`config.mk`:
```
export PLATFORM = sky130hd
export DESIGN_NAME = shift_add_mul_sched
export DESIGN_NICKNAME = d
export VERILOG_FILES = /design/src/rtl/shift_add_mul_sched.sv
export SDC_FILE = /design/constraint.sdc
export NUM_CORES = 1
export LEC_CHECK = 0
export BUFFER_PORTS_ARGS = -buffer_cell sky130_fd_sc_hd__buf_4
export CAP_MARGIN = 20
export CELL_PAD_IN_SITES_DETAIL_PLACEMENT = 0
export CELL_PAD_IN_SITES_GLOBAL_PLACEMENT = 1
export CORE_ASPECT_RATIO = 1.1
export CORE_MARGIN = 4
export CORE_UTILIZATION = 26
export DETAILED_ROUTE_END_ITERATION = 10
export PLACE_DENSITY_LB_ADDON = 0.1
export SYNTH_ARGS = -nofsm -noshare
export SYNTH_HDL_FRONTEND = slang
export SYNTH_SLANG_ARGS = --single-unit
```
`constraint.sdc`:
```
create_clock -name clk -period 1.6 [get_ports clk]
set_input_delay 0.32 -clock clk [delete_from_list [all_inputs] [get_ports clk]]
set_output_delay 0.32 -clock clk [all_outputs]
set_load 0.005 [all_outputs]
```
`src/rtl/shift_add_mul_sched.sv`:
```
// Round-robin scheduler that shares one shift-add multiplier among NREQ clients.
// Grants one requester, issues its operands, waits for done/timeout and returns the product.
module shift_add_mul_sched #(
  parameter int NREQ    = 4,
  parameter int WIDTH   = 31,
  parameter int TIMEOUT = 2*WIDTH+4
) (
  input  logic                 clk,
  input  logic                 rst_n,
  input  logic [NREQ-1:0]      req,
  input  logic [NREQ*WIDTH-1:0] a_in,
  input  logic [NREQ*WIDTH-1:0] b_in,
  output logic [NREQ-1:0]      gnt,
  output logic [NREQ-1:0]      res_valid,
  output logic [2*WIDTH-1:0]   res_data,
  output logic                 res_err,
  output logic                 busy,
  output logic                 mul_start,
  output logic [WIDTH-1:0]     mul_multiplier,
  output logic [WIDTH-1:0]     mul_multiplicand,
  input  logic                 mul_done,
  input  logic [2*WIDTH-1:0]   mul_product
);

  // state | meaning
  // IDLE  | no op in flight; arbitrate req from ptr
  // ISSUE | operands latched, mul_start high this cycle
  // WAIT  | waiting for mul_done or timeout
  // RESP  | res_valid pulse to granted client, advance ptr

  localparam int PW = (NREQ > 1) ? $clog2(NREQ) : 1;
  localparam int CW = $clog2(TIMEOUT+1);

  typedef enum logic [1:0] {IDLE, ISSUE, WAIT, RESP} state_t;

  state_t          state, state_nxt;
  logic [PW-1:0]   ptr;
  logic [PW-1:0]   k_q;
  logic [PW-1:0]   k_sel;
  logic            found;
  logic [CW-1:0]   cnt;
  logic            timeout_hit;

  function automatic logic [PW-1:0] wrap(input int v);
    return PW'(v % NREQ);
  endfunction

  function automatic logic [NREQ-1:0] onehot(input logic [PW-1:0] idx);
    logic [NREQ-1:0] oh;
    oh = '0;
    for (int j = 0; j < NREQ; j++)
      if (idx == PW'(j)) oh[j] = 1'b1;
    return oh;
  endfunction

  // Circular search for the first request at or after ptr
  always_comb begin
    found = 1'b0;
    k_sel = '0;
    for (int i = 0; i < NREQ; i++) begin
      if (!found && req[wrap(int'(ptr) + i)]) begin
        found = 1'b1;
        k_sel = wrap(int'(ptr) + i);
      end
    end
  end

  assign timeout_hit = (cnt == CW'(TIMEOUT-1));
  assign busy        = (state != IDLE);

  always_ff @(posedge clk or negedge rst_n) begin
    if (!rst_n) state <= IDLE;
    else        state <= state_nxt;
  end

  always_comb begin
    state_nxt = state;
    unique case (state)
      IDLE:  if (found) state_nxt = ISSUE;
      ISSUE: state_nxt = WAIT;
      WAIT:  if (mul_done || timeout_hit) state_nxt = RESP;
      RESP:  state_nxt = IDLE;
      default: state_nxt = IDLE;
    endcase
  end

  always_ff @(posedge clk or negedge rst_n) begin
    if (!rst_n) begin
      ptr              <= '0;
      k_q              <= '0;
      cnt              <= '0;
      gnt              <= '0;
      mul_start        <= 1'b0;
      mul_multiplier   <= '0;
      mul_multiplicand <= '0;
      res_valid        <= '0;
      res_data         <= '0;
      res_err          <= 1'b0;
    end else begin
      mul_start <= 1'b0;
      res_valid <= '0;
      res_err   <= 1'b0;
      case (state)
        IDLE: begin
          if (found) begin
            k_q              <= k_sel;
            gnt              <= onehot(k_sel);
            mul_multiplier   <= a_in[int'(k_sel)*WIDTH +: WIDTH];
            mul_multiplicand <= b_in[int'(k_sel)*WIDTH +: WIDTH];
            mul_start        <= 1'b1;
          end
        end
        ISSUE: cnt <= '0;
        WAIT: begin
          if (mul_done) begin
            res_valid <= onehot(k_q);
            res_data  <= mul_product;
          end else if (timeout_hit) begin
            res_valid <= onehot(k_q);
            res_data  <= '0;
            res_err   <= 1'b1;
          end else begin
            cnt <= cnt + CW'(1);
          end
        end
        RESP: begin
          ptr <= wrap(int'(k_q) + 1);
          gnt <= '0;
        end
        default: ;
      endcase
    end
  end

endmodule
```
Yosys cells after proc, flatten, opt, wreduce, memory -nomap -nowiden
Cells that the tools add are included.

Add/sub/neg operators: 5. $mul: 1. $lt $le $gt $ge: 4. Equal/unequal tests: 14. Shift-type cells: 2. Multiplexer cells: 42. Reduce and logical (&&, ||, !) cells: 19.

Operator list (count): 62-bit 2-to-1 mux (2); 124-bit by 32-bit indexed part select with 31-bit output (1); 124-bit by 8-bit indexed part select with 31-bit output (1); 1-bit 2-to-1 mux (21); 4-bit 2-to-1 mux (4); 7-bit 2-to-1 mux (2); 7-bit case mux with 2 select lines (1); 2-bit equality test, second input constant (6); 2-bit by 3-bit < comparator with 1-bit output, second input constant (4); 2-bit 2-to-1 mux (6); 1-bit binary-select mux with 2-bit select (4); 2-bit inequality test, second input constant (4); 2-bit case mux with 4 select lines (1); 4-bit case mux with 2 select lines (1); 2-bit AND reduction (4); 2-bit nonzero test (4); 7-bit by 1-bit adder with 7-bit output, second input constant (1); 7-bit equality test, second input constant (1); 2-bit by 5-bit multiplier with 7-bit output, second input constant (1); 2-bit by 1-bit equality test with 1-bit output, second input constant (3); 2-bit logical NOT (3); 2-bit by 1-bit adder with 2-bit output, second input constant (2); 2-bit adder, second input constant (2); 1-bit logical AND (3); other kinds (3) (5).

Register bits: 147. Output and inout bits: 135.

Logic depth before layout (Yosys ltp)
Gate-level depths: netlist of run 1.

Word-level depth: 16. Gate-level depth with buffers: 8. Mapped depth without buffers: 7.

Worst setup path before layout of run 1
No wires, ideal clock.

Path kind: input -> register. Start: in req[3]. End: reg mul_multiplicand[0]. Arrival time: 1.577 ns. Data required time: 1.471 ns. Slack: -0.106 ns. Stages: 8. Path buffers: 3. Path through: buf_4 -> nor4_4 -> nand2b_1 -> inv_2 -> buf_6 -> buf_2 -> nor2_1 -> o22ai_2.

Word-level cells in the longest chain between the ends: 14. Elaborated cells between the ends (all ways): 25. Classes of those cells: 1 x mul; 1 x shift; 16 x mux; 7 x reduce/logical.

RTL lines: start, declared (line 10) `input logic [NREQ-1:0] req,`; 1-bit binary-select mux with 2-bit select (line 61) `if (!found && req[wrap(int'(ptr) + i)]) begin`; 1-bit 2-to-1 mux (not written as such) (line 61); 1-bit 2-to-1 mux (line 61); 1-bit logical NOT (line 61); 1-bit logical AND (line 61); 1-bit 2-to-1 mux (line 61); 1-bit logical NOT (line 61); 1-bit logical AND (line 61); 1-bit 2-to-1 mux (line 61); 1-bit logical NOT (line 61); 1-bit logical AND (line 61); 2-bit 2-to-1 mux (line 61); 2-bit by 5-bit multiplier with 7-bit output (line 109) `mul_multiplicand <= b_in[int'(k_sel)*WIDTH +: WIDTH];`; 124-bit by 8-bit indexed part select with 31-bit output (line 109); end signal, assigned (line 109); end, declared (line 20) `output logic [WIDTH-1:0] mul_multiplicand,`.

Parallel ways exist; a longest one is shown, timed or not. The select of a mux whose other input is x is not followed. A chain may end at the register's enable or synchronous reset.

Final worst setup path of run 1
Start: reg ptr[0]. End: reg mul_multiplier[6].

Word-level cells in the longest chain between the ends: 14. Elaborated cells between the ends (all ways): 28. Classes of those cells: 3 x add/sub; 1 x mul; 1 x shift; 16 x mux; 7 x reduce/logical.

RTL lines: start, declared (line 37) `logic [PW-1:0] ptr;`; start signal, assigned (line 127) `ptr <= wrap(int'(k_q) + 1);`; branches (longest 14 deep; another with 2-bit by 5-bit multiplier with 7-bit output); end signal, assigned (line 108) `mul_multiplier <= a_in[int'(k_sel)*WIDTH +: WIDTH];`; end, declared (line 19) `output logic [WIDTH-1:0] mul_multiplier,`.

Parallel ways; which one is timed is not known. The select of a mux whose other input is x is not followed.

==> flow_summary.toml, run 1 <==
[logic_synthesis]
yosys_most_used_dff = "dfrtp_1"
syn_area_per_cell_um2 = 12.0
synth_area_leader_cell = "dfrtp_1"
ys_types = 50
yosys_warnings = 0
synth_edf_count = 0
syn_inst = 687
synthArstFlopShare = 1.00
synth_top_area_frac = 0.447
syn_nets = 1014
synth_seq_cells = 147
synth-seq-area-share = 0.447
yosys-top-cells-count = "147 x dfrtp_1, 73 x nor2_1, 68 x o21ai_0"
yosys.cell_count.top_type = "dfrtp_1"
synth.top_cells.by_area = "dfrtp_1 45%, a221oi_2 11%, o22ai_2 9.0%, mux2i_1 7.8%, a22o_1 6.6%"
syn_area_mm2 = 0.00822

[global_route]
track_usage = 0.189
grt.overflow.total = 0
antenna_found_initial = 0
grt_max_degree = 34
grt_pass1_wl_um = 50000
grt_pass1_vias = 8113

[worst_setup_path]
crit_chain = "nor2b_4 -> o22a_2 -> o22ai_4 -> buf_12 -> a221oi_4 -> o22ai_2"
cp.arrival_ns = 2.08
crit_required_ns = 1.91
critPathCaptureType = "flop"
worst_r2r_path_depth = 6
critPathMaxFanout = 15
crit_start = "ptr[0]"
timing.rr.start = "ptr[0]"
critPathSlowestCell = "dfrtp_2"
crit_type = "reg2reg"
slowest_delay_ns = 0.44
cp-start-kind = "flop"

[cells_and_area]
area_growth_pct = 72.0
utilization = 0.452
final_cell_area_mm2 = 0.0141
diodes = 0
final_layout_size_suffix_gt1_frac = 0.642
final_nets = 1524

[clocking]
clockBufferDepth = 2
htreeDepth = 4
clk_pin_slew_ns = 0.07
cts_sinks = 147
numCtsBuffers = 17
cts_root_buf = "clkbuf_16"
cts_tree = "built"
clk-insertion-delay-late_ns = 0.44

[route]
num_vias = 7827
drt_iter0_markers = 360
routed_wl_um = 35300
drc_errors = 0
viasPerCell = 4.80
firstDrtPassIters = 4
postRouteAntennaNets = 0
wl_per_cell_um = 21.7

[sta]
fmax_mhz = 567
fin_ws_ns = -0.164
worst_slew_pin_slew_ns = 0.554
hold_viol_final = 0
hold_slack_ns = 0.0955
min_period_over_period = 1.10
rsz0062_at_grt = "true"
drv_slew = 0
fin_crit_ns = 1.76
setup_viol_count_final = 125
fin_skew_ns = 0.0129
relSlewSlack = 0.630

[floorplan]
row_count = 68
die_h_um = 195
fp.dieW_um = 178
pin_count = 452
die_area_mm2 = 0.0345
initial_core_util = 0.263
core_mm2 = 0.0313

[place]
place_hpwl_um = 26300
place_congestion = 0.789
portBuffers = 451
place_area_mm2 = 0.0128

[power]
p_int_mw = 16.1
ir_worst_vdd_v = 0.000815
p_clk_frac = 0.170
p_sw_mw = 10.1
comb_power_share = 0.574
seq_power_share = 0.256
total_power_mw = 26.2
switching_share = 0.386
leakagePower_nw = 6.54
power_density_mw_per_mm2 = 1850

[hold_path]
min_path_type = "in2reg"
min_delay_path_depth = 2
holdCritStartpoint = "mul_product[25]"

[outcome]
status = "complete, but fails checks"
violations = "negative setup slack"

[run]
maxCapViolations = 0
[metal layers]
| metal | global-route usage | part of all wire |
|---|---|---|
| met1 | 0.225 | 0.39 |
| met2 | 0.325 | 0.51 |
| met3 | 0.0566 | 0.079 |
| met4 | 0.0619 | 0.026 |
| met5 | 0 | 0 |
[layout by cell type, fill, tap and decap left out, drive strengths merged, types with 12 or more instances in the layout]
cell,instances
buf,547
dfrtp,147
nor2,73
o21ai,71
o22ai,65
mux2i,64
a22o,62
a221oi,62
inv,24
clkbuf,22
nand2,12
[final cells by class]
| type | count | area (um^2) |
|---|---|---|
| clock inverter | 15 | 206 |
| clock buffer | 17 | 425 |
| multi-input combinational | 465 | 4630 |
| timing repair buffer | 553 | 4620 |
| sequential | 147 | 3680 |
| inverter | 13 | 56.3 |
| tap | 420 | 526 |
| fill | 3010 | 17200 |
[through the flow]
stage          setup slack [ns]  TNS (ns)  std cells
2_1_floorplan          -0.00211   -0.0902        687
3_3_place_gp             -0.292    -17.70       1573
5_1_grt                  -0.215    -20.92       1630
4_1_cts                  -0.139     -10.0       1616
6_report                 -0.164     -9.52       1630
3_5_place_dp             -0.294    -17.94       1573
[final timing paths]
path,endpoint,slack [ns]
worst min register to register,res_data[51],0.51
worst min-delay path,res_data[25],0.1
max in group asynchronous,mul_multiplier[24],0.68
worst max-delay path,mul_multiplier[6],-0.16
worst max register to register,mul_multiplier[6],-0.16
min in group asynchronous,mul_multiplicand[15],0.37
[logic make-up after synthesis]
logic type                 count (synthesis)  synth area share
DFF                                      147             0.447
and+or+nand+nor                          109            0.0607
buffers and inverters                     75            0.0607
xor gates and xnor gates                   5           0.00532
adders and majority gates                 10            0.0152
muxes                                     65            0.0793
AOI/OAI and AO/OA                        276             0.332
[sequential cells by signal, summed over array words and instances, names as in the netlist]
register,flops
mul_multiplicand,31
res_valid,4
cnt,7
ptr,2
res_err,1
res_data,62
mul_start,1
gnt,4
k_q,2
mul_multiplier,31
state,2
[worst max-delay path, delay by kind of cell, from the launching register on]
family | cells | cell delay [ns]
flops | 1 | 0.44
buf+inv | 1 | 0.19
simple gates | 1 | 0.16
compound gates | 4 | 0.82
[timing repair]
action                                  CTS  global route
hold buffers                              1             0
gates resized for setup                  36            30
hold endpoints to repair                 26             0
pin swaps                                12            56
buffers inserted                          9             8
gates cloned                              1             7
endpoints found under the setup margin  125           136
[power by group through the flow]
stage	clock network (mW)	logic [mW]	registers, mW
6_report	4.44	15.0	6.70
5_1_grt	4.74	16.1	6.94
4_1_cts	4.56	14.5	6.70
3_5_place_dp	0	13.9	6.68
3_3_place_gp	0	13.8	6.71
2_1_floorplan	0	7.57	6.71
(Power assumes the default switching activity.)
==> run 2: changes to the inputs <==
==> constraint.sdc (replaced) <==
create_clock -name clk -period 2.1 [get_ports clk]
set_input_delay 0.42 -clock clk [delete_from_list [all_inputs] [get_ports clk]]
set_output_delay 0.42 -clock clk [all_outputs]
set_load 0.005 [all_outputs]
==> run 2 against run 1 <==
Total power is 32% lower. Sequential share of layout area is 2.4 points higher. Design area is 8.6% lower. The run now ends clean. Critical endpoint is now mul_multiplicand[30]. Critical path depth is 2 higher. Die area stayed put. First-iteration DRC count is 0.56% higher. Largest cell class unchanged. Combinational power is 36% lower. Sequential power is 25% lower. Fmax is 10% lower. Sequential cell count stayed put. Clock-buffer cell count is 3 higher. Highest routed layer unchanged. Register-to-register slack better by 0.30 ns.
==> flow_summary.toml, run 2 (synthesis gave the netlist of run 1 again) <==
[sta]
relSlewSlack = 0.690
worst_slew_pin_slew_ns = 0.465
fin_crit_ns = 1.97
fmax_mhz = 508
rsz0062_at_grt = "false"
hold_viol_final = 0
tns_ns = 0
fin_skew_ns = 0.0105
drv_slew = 0
setup_viol_count_final = 0
min_period_over_period = 0.937

[floorplan]
fp.dieW_um = 178
pin_count = 452
row_count = 68
core_mm2 = 0.0313
die_area_mm2 = 0.0345
die_h_um = 195
initial_core_util = 0.263

[worst_setup_path]
critPathMaxFanout = 26
crit_chain = "nor2b_2 -> nor3_1 -> buf_4 -> o22ai_4 -> buf_12 -> buf_4 -> mux2i_1 -> o22ai_2"
critPathCaptureType = "flop"
cp-start-kind = "flop"
crit_required_ns = 2.40
critPathSlowestCell = "dfrtp_1"
crit_path_frequent_cell = "buf_4"
cp.arrival_ns = 2.27
path_delay_family = "buffers and inverters"
crit_type = "reg2reg"
worstPathBufferInverterCount = 3
slowest_delay_ns = 0.44

[cells_and_area]
diodes = 0
top_register = "res_data"
reg_top3 = "res_data: 62 flops, mul_multiplicand: 31 flops, mul_multiplier: 31 flops"
largest_register_ffs = 62
mostFrequentLayoutCells = "476 x buf_4, 147 x dfrtp_1, 73 x nor2_1, 68 x o21ai_0, 64 x mux2i_1"
final_common_cell = "buf_4"
utilization = 0.413
final_layout_size_suffix_gt1_frac = 0.573
area_growth_pct = 57.2
final_nets = 1468

[power]
ir_worst_vdd_v = 0.000532
power_density_mw_per_mm2 = 1380
total_power_mw = 17.8
leakagePower_nw = 6.15

[global_route]
grt_max_degree = 94
grt_pass1_wl_um = 48700
grt.overflow.total = 0
track_usage = 0.183
antenna_found_initial = 0
grt_pass1_vias = 7955

[clocking]
clk-insertion-delay-late_ns = 0.43
postCtsSetupBuffers = 0
cts_sinks = 147
cts_root_buf = "clkbuf_16"
cts_tree = "built"
numCtsBuffers = 17
clk_pin_slew_ns = 0.07
clockBufferDepth = 2
htreeDepth = 4

[route]
num_vias = 7397
drc_errors = 0
viasPerCell = 4.70
wl_per_cell_um = 20.8
firstDrtPassIters = 7
routed_wl_um = 32700
drt_iter0_markers = 362
postRouteAntennaNets = 0

[place]
place_hpwl_um = 24900
place_congestion = 0.765
portBuffers = 451

[run]
maxCapViolations = 0

[hold_path]
min_path_type = "in2reg"

[outcome]
status = "finished clean"
==> run 2: changes by cell type in the layout (fill, tap and decap cells not counted), moves of 9 or more <==
| cell | before | now |
|---|---|---|
| nor2_2 | 24 | 0 |
| nor2_1 | 39 | 73 |
| a221oi_4 | 24 | 0 |
| nor2_4 | 10 | 0 |
| a221oi_2 | 37 | 59 |
| buf_4 | 512 | 476 |
| buf_12 | 28 | 19 |
==> run 2: path summary, 6_finish.rpt <==
| check | start | to | cells after the start | slack [ns] |
|---|---|---|---|---|
| max reg2reg | ptr[0] | mul_multiplicand[30] | 8 | 0.13 |
| min reg2reg | res_data[59] | res_data[59] | 1 | 0.51 |
| min | mul_product[49] | res_data[49] | 2 | 0.21 |
| max | ptr[0] | mul_multiplicand[30] | 8 | 0.13 |
| max in group asynchronous | rst_n | mul_multiplier[28] | 3 | 0.98 |
| min in group asynchronous | rst_n | res_data[41] | 2 | 0.50 |
==> run 2: repair_timing <==
action | 4_1_cts | 5_1_grt
setup endpoints to repair | 0 | 1
resized for setup | 0 | 1
hold endpoints to repair | 38 | 0
hold buffers | 1 | 0
==> run 2: cell type report <==
type                    instances  area, um^2
flip-flops and latches        147        3680
clock inverters                11         154
fillers                      3121       18400
multi-input cells             465        4100
well taps                     420         526
repair buffers                497        3980
clock buffers                  20         447
inverters                      13        51.3
==> run 2: metrics by stage <==
step	hold WS [ns]	worst slack [ns]	instances	area, um^2
5_1_grt	0.181	0.0135	1573	12900
3_3_place_gp	0.392	0.0308	1541	12300
6_report	0.205	0.133	1573	12900
2_1_floorplan	0.124	0.294	687	8220
4_1_cts	0.176	0.0348	1573	12900
3_5_place_dp	0.395	0.00490	1541	12300
==> run 2: worst register-to-register path, cell delays in order (launching register included) <==
cell and delay (ns):
dfrtp_1 0.44, nor2b_2 0.15, nor3_1 0.06, buf_4 0.14
o22ai_4 0.20, buf_12 0.25, buf_4 0.23, mux2i_1 0.27
o22ai_2 0.11
==> run 2: layer usage <==
layer | up-vias | share of wire | global-route usage
li1 | 3553 | - | -
met1 | 3497 | 0.40 | 0.216
met2 | 324 | 0.49 | 0.315
met3 | 23 | 0.096 | 0.0663
met4 | 0 | 0.016 | 0.0476
met5 | - | 0 | 0
==> run 2: power breakdown <==
part           switching [mW]  internal [mW]  leakage, nW  total [mW]
logic                    4.61           5.00         4.11        9.61
clock network            1.29           1.91        0.287        3.20
registers               0.889           4.13         1.75        5.02
==> run 3: changes to the inputs <==
--- a/config.mk
+++ b/config.mk
@@ -13,7 +13,7 @@
 export CORE_MARGIN = 4
 export CORE_UTILIZATION = 26
 export DETAILED_ROUTE_END_ITERATION = 10
-export PLACE_DENSITY_LB_ADDON = 0.1
+export PLACE_DENSITY = 0.66
 export SYNTH_ARGS = -nofsm -noshare
 export SYNTH_HDL_FRONTEND = slang
 export SYNTH_SLANG_ARGS = --single-unit
==> run 3 against run 2 <==
Hold slack about the same. First-iteration DRC count shrank 11%. Non-clock buffer count shrank 11. Sequential power increased by 2%. Fmax grew 1.6%. Design area is 0.86% lower. Clock power decreased by 4%. Total power down 1.3%. Setup slack gained 0.031 ns. Sequential share of layout area is 0.25 points higher. Core utilization shrank 0.36 points. Clock skew is 0.0029 ns higher. Critical endpoint is now res_data[39]. Largest power group unchanged.
==> flow_summary.toml, run 3 (synthesis gave the netlist of run 1 again) <==
[outcome]
status = "finished clean"

[route]
routed_wl_um = 32500
top_layer = "met4"
firstDrtPassIters = 4
wl_met1_um = 12700
route.met2.wl_um = 16200
wl_per_cell_um = 20.8
num_vias = 7433
drt_iter0_markers = 323
postRouteAntennaNets = 0
wl_met3_um = 3140
viasPerCell = 4.76
drc_errors = 0

[power]
ir_worst_vdd_v = 0.000539
power_density_mw_per_mm2 = 1370
total_power_mw = 17.6
leakagePower_nw = 6.08

[clocking]
clk_pin_slew_ns = 0.07
numCtsBuffers = 17
cts_root_buf = "clkbuf_16"
cts_sinks = 147
clk-insertion-delay-late_ns = 0.43
cts_tree = "built"
clockBufferDepth = 2
htreeDepth = 4

[cells_and_area]
diodes = 0
reg_top3 = "res_data: 62 flops, mul_multiplicand: 31 flops, mul_multiplier: 31 flops"
final_cell_area_mm2 = 0.0128
top_register = "res_data"
largest_register_ffs = 62
final_nets = 1457
final_common_cell = "buf_4"
final_layout_size_suffix_gt1_frac = 0.571
mostFrequentLayoutCells = "466 x buf_4, 147 x dfrtp_1, 73 x nor2_1, 68 x o21ai_0, 64 x mux2i_1"
fillers = 3131
area_growth_pct = 55.9

[sta]
fmax_mhz = 516
rsz0062_at_grt = "false"
relSlewSlack = 0.642
fin_crit_ns = 1.94
worst_slew_pin_slew_ns = 0.537
fin_skew_ns = 0.0134
drv_slew = 0
setup_viol_count_final = 0
min_period_over_period = 0.922
hold_viol_final = 0
tns_ns = 0

[global_route]
grt_pass1_vias = 7905
antenna_found_initial = 0
track_usage = 0.181
grt_max_degree = 63
grt.overflow.total = 0
grt_pass1_wl_um = 48000

[floorplan]
die_area_mm2 = 0.0345
row_count = 68
die_h_um = 195
fp.dieW_um = 178
core_mm2 = 0.0313
pin_count = 452
initial_core_util = 0.263

[place]
place_area_mm2 = 0.0122
place_hpwl_um = 25300
place_congestion = 0.796
portBuffers = 451

[worst_setup_path]
cp-start-kind = "flop"
critPathMaxFanout = 44
critPathCaptureType = "flop"
crit_required_ns = 2.41
cp.arrival_ns = 2.25
crit_type = "reg2reg"

[run]
maxCapViolations = 0

[hold_path]
min_path_type = "in2reg"
run 3: repair_timing:
| action | in CTS | in global routing |
|---|---|---|
| buffers inserted | 0 | 0 |
| resized for setup | 0 | 2 |
| hold buffers | 1 | 0 |
| setup endpoints to repair | 0 | 3 |
| endpoints found under the hold margin | 41 | 0 |
run 3: report_power, final:
| group | total [mW] | switching, mW | internal (mW) |
|---|---|---|---|
| sequential | 5.10 | 0.971 | 4.13 |
| combinational | 9.43 | 4.53 | 4.90 |
| clock | 3.08 | 1.37 | 1.70 |
| total | 17.6 | 6.87 | 10.7 |
run 3: worst paths after layout:
kind	startpoint	to	slack [ns]	depth (start not counted)
setup / recovery	cnt[1]	res_data[39]	0.16	7
hold / removal	mul_product[51]	res_data[51]	0.21	2
setup reg to reg	cnt[1]	res_data[39]	0.16	7
hold reg to reg	res_data[60]	res_data[60]	0.51	1
max in group asynchronous	rst_n	res_data[20]	0.98	3
min in group asynchronous	rst_n	mul_multiplicand[6]	0.51	2
run 3: stage by stage:
stage / utilization / worst slack, ns / cells / hold WS (ns)
floorplan: - / 0.294 / 687 / 0.124
global placement: 0.390 / 0.102 / 1530 / 0.418
detailed placement: 0.390 / 0.0889 / 1530 / 0.417
CTS: 0.409 / 0.0210 / 1563 / 0.173
global route: 0.409 / 0.0353 / 1563 / 0.177
finish: 0.409 / 0.163 / 1563 / 0.205
run 3: worst max-delay path, stage by stage (launching register included):
cell and delay [ns]:
dfrtp_1 0.43, inv_1 0.07, ha_1 0.14, nand4bb_1 0.13, nor3_1 0.36, o21ai_4 0.19, buf_12 0.23, a22o_1 0.25
run 3: cell type report:
| type | count | area, um^2 | area share |
|---|---|---|---|
| Clock buffer | 19 | 443 | 0.0346 |
| Inverter | 13 | 51.3 | 0.00400 |
| Clock inverter | 13 | 136 | 0.0106 |
| Sequential cell | 147 | 3680 | 0.287 |
| Timing Repair Buffer | 486 | 3880 | 0.303 |
| Multi-Input combinational cell | 465 | 4100 | 0.320 |
| Tap cell | 420 | 526 | 0.0410 |
run 3: metal layers:
layer / GRT usage / up-vias
met4: 0.0436 / 0
met3: 0.0630 / 22
met1: 0.213 / 3533
met5: 0 / -
li1: - / 3549
met2: 0.314 / 329
